--- src/rtl/lsu_wbck_dly_fifo_pkg.sv ---
// Shared types for the LSU write-back delay buffer: flag layout and bundle width helper.
// The bundle layout {wdat, itag, badaddr, flags} is also what the checker-side comparator unpacks.
package lsu_wbck_dly_fifo_pkg;

  localparam int DLY_AGE_W = 4;

  typedef struct packed {
    logic err;
    logic cmt_ld;
    logic cmt_st;
    logic buserr;
  } wbck_flags_t;

  localparam int WBCK_FLAGS_W = $bits(wbck_flags_t);

  function automatic int bndl_w(input int xlen, input int itag_w, input int addr_w);
    return xlen + itag_w + addr_w + WBCK_FLAGS_W;
  endfunction

endpackage

--- src/rtl/lsu_dly_age_ctr.sv ---
// Per-entry age counter: clears on write, counts while enabled, saturates at MIN_DLY.
// done is registered-state only; no backpressure, clr wins over en.
module lsu_dly_age_ctr #(
  parameter int MIN_DLY = 2,
  parameter int AGE_W   = 4
) (
  input  logic clk,
  input  logic rst_n,
  input  logic clr,
  input  logic en,
  output logic done
);

  localparam logic [AGE_W-1:0] AGE_SAT = AGE_W'(MIN_DLY);
  localparam logic [AGE_W-1:0] AGE_ONE = AGE_W'(1);

  logic [AGE_W-1:0] age;

  always_ff @(posedge clk) begin
    if (!rst_n) begin
      age <= '0;
    end else if (clr) begin
      age <= '0;
    end else if (en && (age != AGE_SAT)) begin
      age <= age + AGE_ONE;
    end
  end

  assign done = (age >= AGE_SAT);

endmodule

--- src/rtl/lsu_wbck_dly_fifo.sv ---
// Time-shift FIFO for LSU write-back bundles; head presented once aged MIN_DLY (push t -> o_valid t+1+MIN_DLY).
// i_ready = ~full from registered pointers; push while full is dropped and sets sticky ovf_err.
module lsu_wbck_dly_fifo
  import lsu_wbck_dly_fifo_pkg::*;
#(
  parameter int DEPTH   = 4,
  parameter int MIN_DLY = 2,
  parameter int XLEN    = 32,
  parameter int ITAG_W  = 1,
  parameter int ADDR_W  = 32
) (
  input  logic                     clk,
  input  logic                     rst_n,
  input  logic                     flush,
  input  logic                     i_valid,
  output logic                     i_ready,
  input  logic [XLEN-1:0]          i_wdat,
  input  logic [ITAG_W-1:0]        i_itag,
  input  logic                     i_err,
  input  logic                     i_cmt_ld,
  input  logic                     i_cmt_st,
  input  logic [ADDR_W-1:0]        i_badaddr,
  input  logic                     i_buserr,
  output logic                     o_valid,
  input  logic                     o_ready,
  output logic [XLEN-1:0]          o_wdat,
  output logic [ITAG_W-1:0]        o_itag,
  output logic                     o_err,
  output logic                     o_cmt_ld,
  output logic                     o_cmt_st,
  output logic [ADDR_W-1:0]        o_badaddr,
  output logic                     o_buserr,
  output logic [$clog2(DEPTH):0]   count,
  output logic                     lsu_active,
  output logic                     ovf_err
);

  localparam int PTR_W  = $clog2(DEPTH);
  localparam int CNT_W  = PTR_W + 1;
  localparam int BNDL_W = bndl_w(XLEN, ITAG_W, ADDR_W);
  localparam logic [PTR_W:0] PTR_ONE = (PTR_W+1)'(1);

  logic [BNDL_W-1:0] ram [DEPTH];
  logic [BNDL_W-1:0] wr_bndl;
  logic [BNDL_W-1:0] rd_bndl;
  logic [PTR_W:0]    wr_ptr;
  logic [PTR_W:0]    rd_ptr;
  logic [CNT_W-1:0]  count_q;
  logic [DEPTH-1:0]  age_done;
  logic              full;
  logic              push;
  logic              pop;
  wbck_flags_t       in_flags;
  wbck_flags_t       out_flags;

  assign full    = (wr_ptr[PTR_W] != rd_ptr[PTR_W]) &&
                   (wr_ptr[PTR_W-1:0] == rd_ptr[PTR_W-1:0]);
  assign i_ready = ~full;
  assign o_valid = (count_q != '0) && age_done[rd_ptr[PTR_W-1:0]];

  // flush dominates: neither a push nor a pop takes effect in a flush cycle
  assign push = i_valid && i_ready && !flush;
  assign pop  = o_valid && o_ready && !flush;

  assign in_flags = '{err: i_err, cmt_ld: i_cmt_ld, cmt_st: i_cmt_st, buserr: i_buserr};
  assign wr_bndl  = {i_wdat, i_itag, i_badaddr, in_flags};
  assign rd_bndl  = ram[rd_ptr[PTR_W-1:0]];
  assign {o_wdat, o_itag, o_badaddr, out_flags} = rd_bndl;
  assign o_err    = out_flags.err;
  assign o_cmt_ld = out_flags.cmt_ld;
  assign o_cmt_st = out_flags.cmt_st;
  assign o_buserr = out_flags.buserr;

  assign count      = count_q;
  assign lsu_active = (count_q != '0) || i_valid;

  for (genvar g = 0; g < DEPTH; g++) begin : g_age
    logic [PTR_W-1:0] rel_idx;
    logic             occupied;

    // slot g is live when its distance from the head is below the occupancy
    assign rel_idx  = PTR_W'(g) - rd_ptr[PTR_W-1:0];
    assign occupied = ({1'b0, rel_idx} < count_q);

    lsu_dly_age_ctr #(
      .MIN_DLY (MIN_DLY),
      .AGE_W   (DLY_AGE_W)
    ) u_age (
      .clk   (clk),
      .rst_n (rst_n),
      .clr   (push && (wr_ptr[PTR_W-1:0] == PTR_W'(g))),
      .en    (occupied),
      .done  (age_done[g])
    );
  end

  always_ff @(posedge clk) begin
    if (!rst_n || flush) begin
      wr_ptr  <= '0;
      rd_ptr  <= '0;
      count_q <= '0;
      ovf_err <= 1'b0;
    end else begin
      if (push) wr_ptr <= wr_ptr + PTR_ONE;
      if (pop)  rd_ptr <= rd_ptr + PTR_ONE;
      count_q <= count_q + CNT_W'(push) - CNT_W'(pop);
      if (i_valid && !i_ready) ovf_err <= 1'b1;
    end
  end

  always_ff @(posedge clk) begin
    if (push) ram[wr_ptr[PTR_W-1:0]] <= wr_bndl;
  end

endmodule

--- config.mk ---
export PLATFORM = sky130hd
export DESIGN_NAME = lsu_wbck_dly_fifo
export DESIGN_NICKNAME = d
export VERILOG_FILES = /design/src/rtl/lsu_wbck_dly_fifo_pkg.sv /design/src/rtl/lsu_dly_age_ctr.sv /design/src/rtl/lsu_wbck_dly_fifo.sv
export SDC_FILE = /design/constraint.sdc
export NUM_CORES = 1
export LEC_CHECK = 0
export ABC_CLOCK_PERIOD_IN_PS = 6050
export CORE_MARGIN = 3
export CORE_UTILIZATION = 30
export CTS_BUF_LIST = sky130_fd_sc_hd__clkbuf_8
export CTS_CLUSTER_DIAMETER = 200
export DETAILED_ROUTE_END_ITERATION = 8
export PLACE_DENSITY = 0.53
export SLEW_MARGIN = 25
export SYNTH_ARGS = -nofsm -noshare
export SYNTH_HDL_FRONTEND = slang
export SYNTH_SLANG_ARGS = --single-unit
--- constraint.sdc ---
create_clock -name clk -period 6.05 [get_ports clk]
set_input_delay 0.605 -clock clk [delete_from_list [all_inputs] [get_ports clk]]
set_output_delay 0.605 -clock clk [all_outputs]
set_load 0.02 [all_outputs]
==> summary.txt <==
Clock network
  – Post-cts sizing count: 0
  – Post-CTS setup repair buffer count: 0
  – CTS H-tree lvls: 2
  – CTS Sinks: 304
  – Hold buffer count at cts: 0
  – Clk_lat worst skew: 580 ps
  – Largest buffer count on any clock path: 3
  – CTS Root Cell: clkbuf_8
  – Clock-pin slew on the worst setup and hold paths: 50 ps
  – TritonCTS clock tree: built
  – CTS buffer count: 52

Yosys
  – Cells after Synth: 540
  – Most used DFF post-synth: edfxtp_1
  – Synthesized area: between 10,000 and 15,000 um2
  – Register area share after synthesis: between 70% and 80%
  – Post-synth ARST share: 0%
  – Avg Inst Size Synth: 21.35 um2
  – Number of distinct library cells after synthesis: 41
  – YS warnings: 0
  – Synth Net Count: 634
  – Top post-synthesis cells by area: edfxtp_1 (72%), mux4_2 (13%), dfxtp_1 (4.9%)
  – Top cell type's share of synthesized area: a little under three quarters
  – EDFF count, synth: 276
  – Area leader, netlist: edfxtp_1
  – Post-synthesis register bit count: 304

Power and ir drop
  – Max VDD drop: 0.0001083 V
  – Pwr dens: 292.0 nW/um2
  – Leak Pwr: 4.720 nW
  – Total power: 0.004295 W

Finish
  – Area grow syn2layout: 27.61%
  – Finished Cell Area: 14,710 um2
  – Layout cell share with drive strength beyond 1: 21.33%
  – Non-filler instance count after layout: 1,280
  – Antenna cells: 0
  – Net count, final: about 830

Placement
  – Dpl cells: 1,188
  – Worst slack at placement: ~2700 ps
  – GPL Wtd Cong: 0.7371
  – Placed cell area: 13,690 um2
  – Post-DP HPWL: 15,510 um
  – I/O Buffers: 149

Timing
  – Max-slew violation count: 0
  – Post-Route Skew: approximately 33 ps
  – Setup violations, final: 0
  – Worst rel slew slack: a little over half
  – Fin. Hold Viols: 0
  – Post-layout min period: between 3000 and 4000 ps
  – Setup_tns: 0 ps
  – Worst Tran Pin Value: 709.8 ps
  – Part of the cycle the worst path needs: 58.02%
  – Unrepaired setup endpoints after global routing: false
  – Post-route worst setup slack: ~2500 ps
  – Peak Freq: around 280 MHz

Routing
  – Drt first pass iters: 4
  – Total Routed Length: 24,950 um
  – Antenna-violating nets left: 0
  – Vias per cell: 4.577
  – WL per Instance: around 19 um
  – DRC: 0
  – Iter 0 DRT Violations: 303
  – Vias: 5,859

Setup path
  – Slowest CP cell: dfxtp_4
  – R2R cell count: 5
  – R2R setup slack: 3150 ps
  – Worst R2R Start: rd_ptr[0]$_SDFFE_PP0P_
  – Kind of critical path: reg -> out
  – Top delay family on crit path: buffers and inverters
  – Crit start category: register
  – Critical Path Max Stage Delay: slightly below 700 ps
  – Crit end category: output port
  – Cells along the critical path: buf_4 > mux4_2 > clkdlybuf4s50_1
  – Worst r2r dst: ram[3][0]$_DFFE_PP_
  – Worst EP arrival: around 2900 ps
  – WP buf/inv: 2
  – CP max FO: 23
  – CP required: roughly 5400 ps

Status
  – Status: complete, no violations

Die
  – Die Width: slightly above 200 um
  – # IOs: 150
  – Die height: 202.0 um
  – Die area: 40,810 um2
  – Initial core utilization: 30.53%
  – Num rows: 71
  – Core box area: 37,760 um2

Hold path
  – Min-Delay Path Class: reg -> reg
  – Hold EP: ovf_err$_SDFFE_PP0P_
  – Worst Hold Launch: ovf_err$_SDFFE_PP0P_
  – Hold depth: 1

GRT
  – Vias in the first global route: 6,528
  – GR Util met1: between 10% and 20%
  – GR Util met3: 3.334%
  – GR Layer Usage met2: 20.72%
  – Overall global routing resource usage: 12.28%
  – First-pass GRT wire length: 38,730 um
  – Antenna violations before repair: 2
  – Largest net degree at the start of global routing: 70
  – Busiest grt layer: met2
  – Total gr overflow: 0

Job
  – Max-Cap Viols: 0
-- state kept, by name, summed over array words and instances (netlist names), named ones only --
register	flops
count	3
g_age.u_age.age	16
ovf_err	1
ram	276
rd_ptr	3
wr_ptr	3
-- layout make-up --
cell class / instances / area [um2]
Inverter: 16 / 61.31
Multi-Input combinational cell: 202 / 2536
Timing Repair Buffer: 156 / 1624
Fill cell: 3429 / 23040
Tap cell: 511 / 639.4
Clock inverter: 37 / 250.2
Clock buffer: 54 / 743.2
Sequential cell: 304 / 8856
-- synthesized netlist by cell type, types with 2 or more instances --
| master | instances |
|---|---|
| a21oi_1 | 8 |
| a311oi_2 | 2 |
| and2_1 | 5 |
| buf_2 | 9 |
| buf_4 | 3 |
| clkbuf_1 | 5 |
| dfxtp_1 | 28 |
| edfxtp_1 | 276 |
| ha_1 | 19 |
| inv_1 | 16 |
| mux4_2 | 69 |
| nand2_1 | 16 |
| nand2b_1 | 4 |
| nand2b_2 | 2 |
| nand3_1 | 3 |
| nand4_1 | 3 |
| nor2_1 | 23 |
| nor4_1 | 2 |
| o2111ai_1 | 2 |
| o211ai_1 | 3 |
| o21ai_0 | 3 |
| o21bai_1 | 2 |
| or2_2 | 2 |
| xnor2_1 | 9 |
| xor2_1 | 10 |
-- cell families after synthesis --
group	Yosys count	synth area share [%]
AO/OA/AOI/OAI	25	1.639
multiplexers	70	13.57
adder cells (fa/ha/maj)	20	2.236
buffers and inverters	34	1.302
flip-flops	304	76.76
AND/OR/NAND/NOR	68	3.050
XOR/XNOR	19	1.444
-- worst max path at each step --
stage              from                                  to  slack [ps]  cells past startpoint
2_1_floorplan   i_valid  g_age[1].u_age.age[1]$_SDFFE_PP0P_        2770                      5
3_3_place_gp   register                       o_badaddr[26]        2670                      3
3_5_place_dp    i_valid                ram[3][54]$_DFFE_PP_        2710                      6
4_1_cts        register                       o_badaddr[20]        2390                      3
5_1_grt        register                           o_wdat[9]        2290                      3
6_report       register                              o_itag        2540                      3
-- per-layer routing --
layer	part of all wire [%]	wire length, um
met1	42	10530
met2	50	12420
met3	5.6	1387
met4	2.4	595
met5	0.12	29
-- stage by stage --
step / util [%] / hold WS (ps)
2_1_floorplan: - / 469.7
3_3_place_gp: 36.04 / 459.2
3_5_place_dp: 36.26 / 472.0
4_1_cts: 38.89 / 490.3
5_1_grt: 38.96 / 523.0
6_report: 38.96 / 487.7
-- cell usage in the layout, fill, tap and decap left out, drive strengths merged, types with 2 or more instances in the layout --
master,n
nor4,2
o21ai,3
dfxtp,28
bufinv,3
nand4,4
clkdlybuf4s50,149
a311oi,3
xnor2,9
edfxtp,276
clkinvlp,3
inv,24
mux4,69
and2,5
clkinv,23
o21bai,2
ha,19
o2111ai,2
xor2,10
o211ai,3
a21oi,8
nand2b,7
nor2,23
nand2,16
clkbuf,54
buf,7
or2,2
nand3,3
-- report_power, final --
part,internal (W),total (W),switching (W)
registers,0.00233,0.00233,0.00000944
logic,0.000103,0.000204,0.000101
clock network,0.000958,0.00176,0.000798
Note: power is estimated with default switching activity, not from simulation.
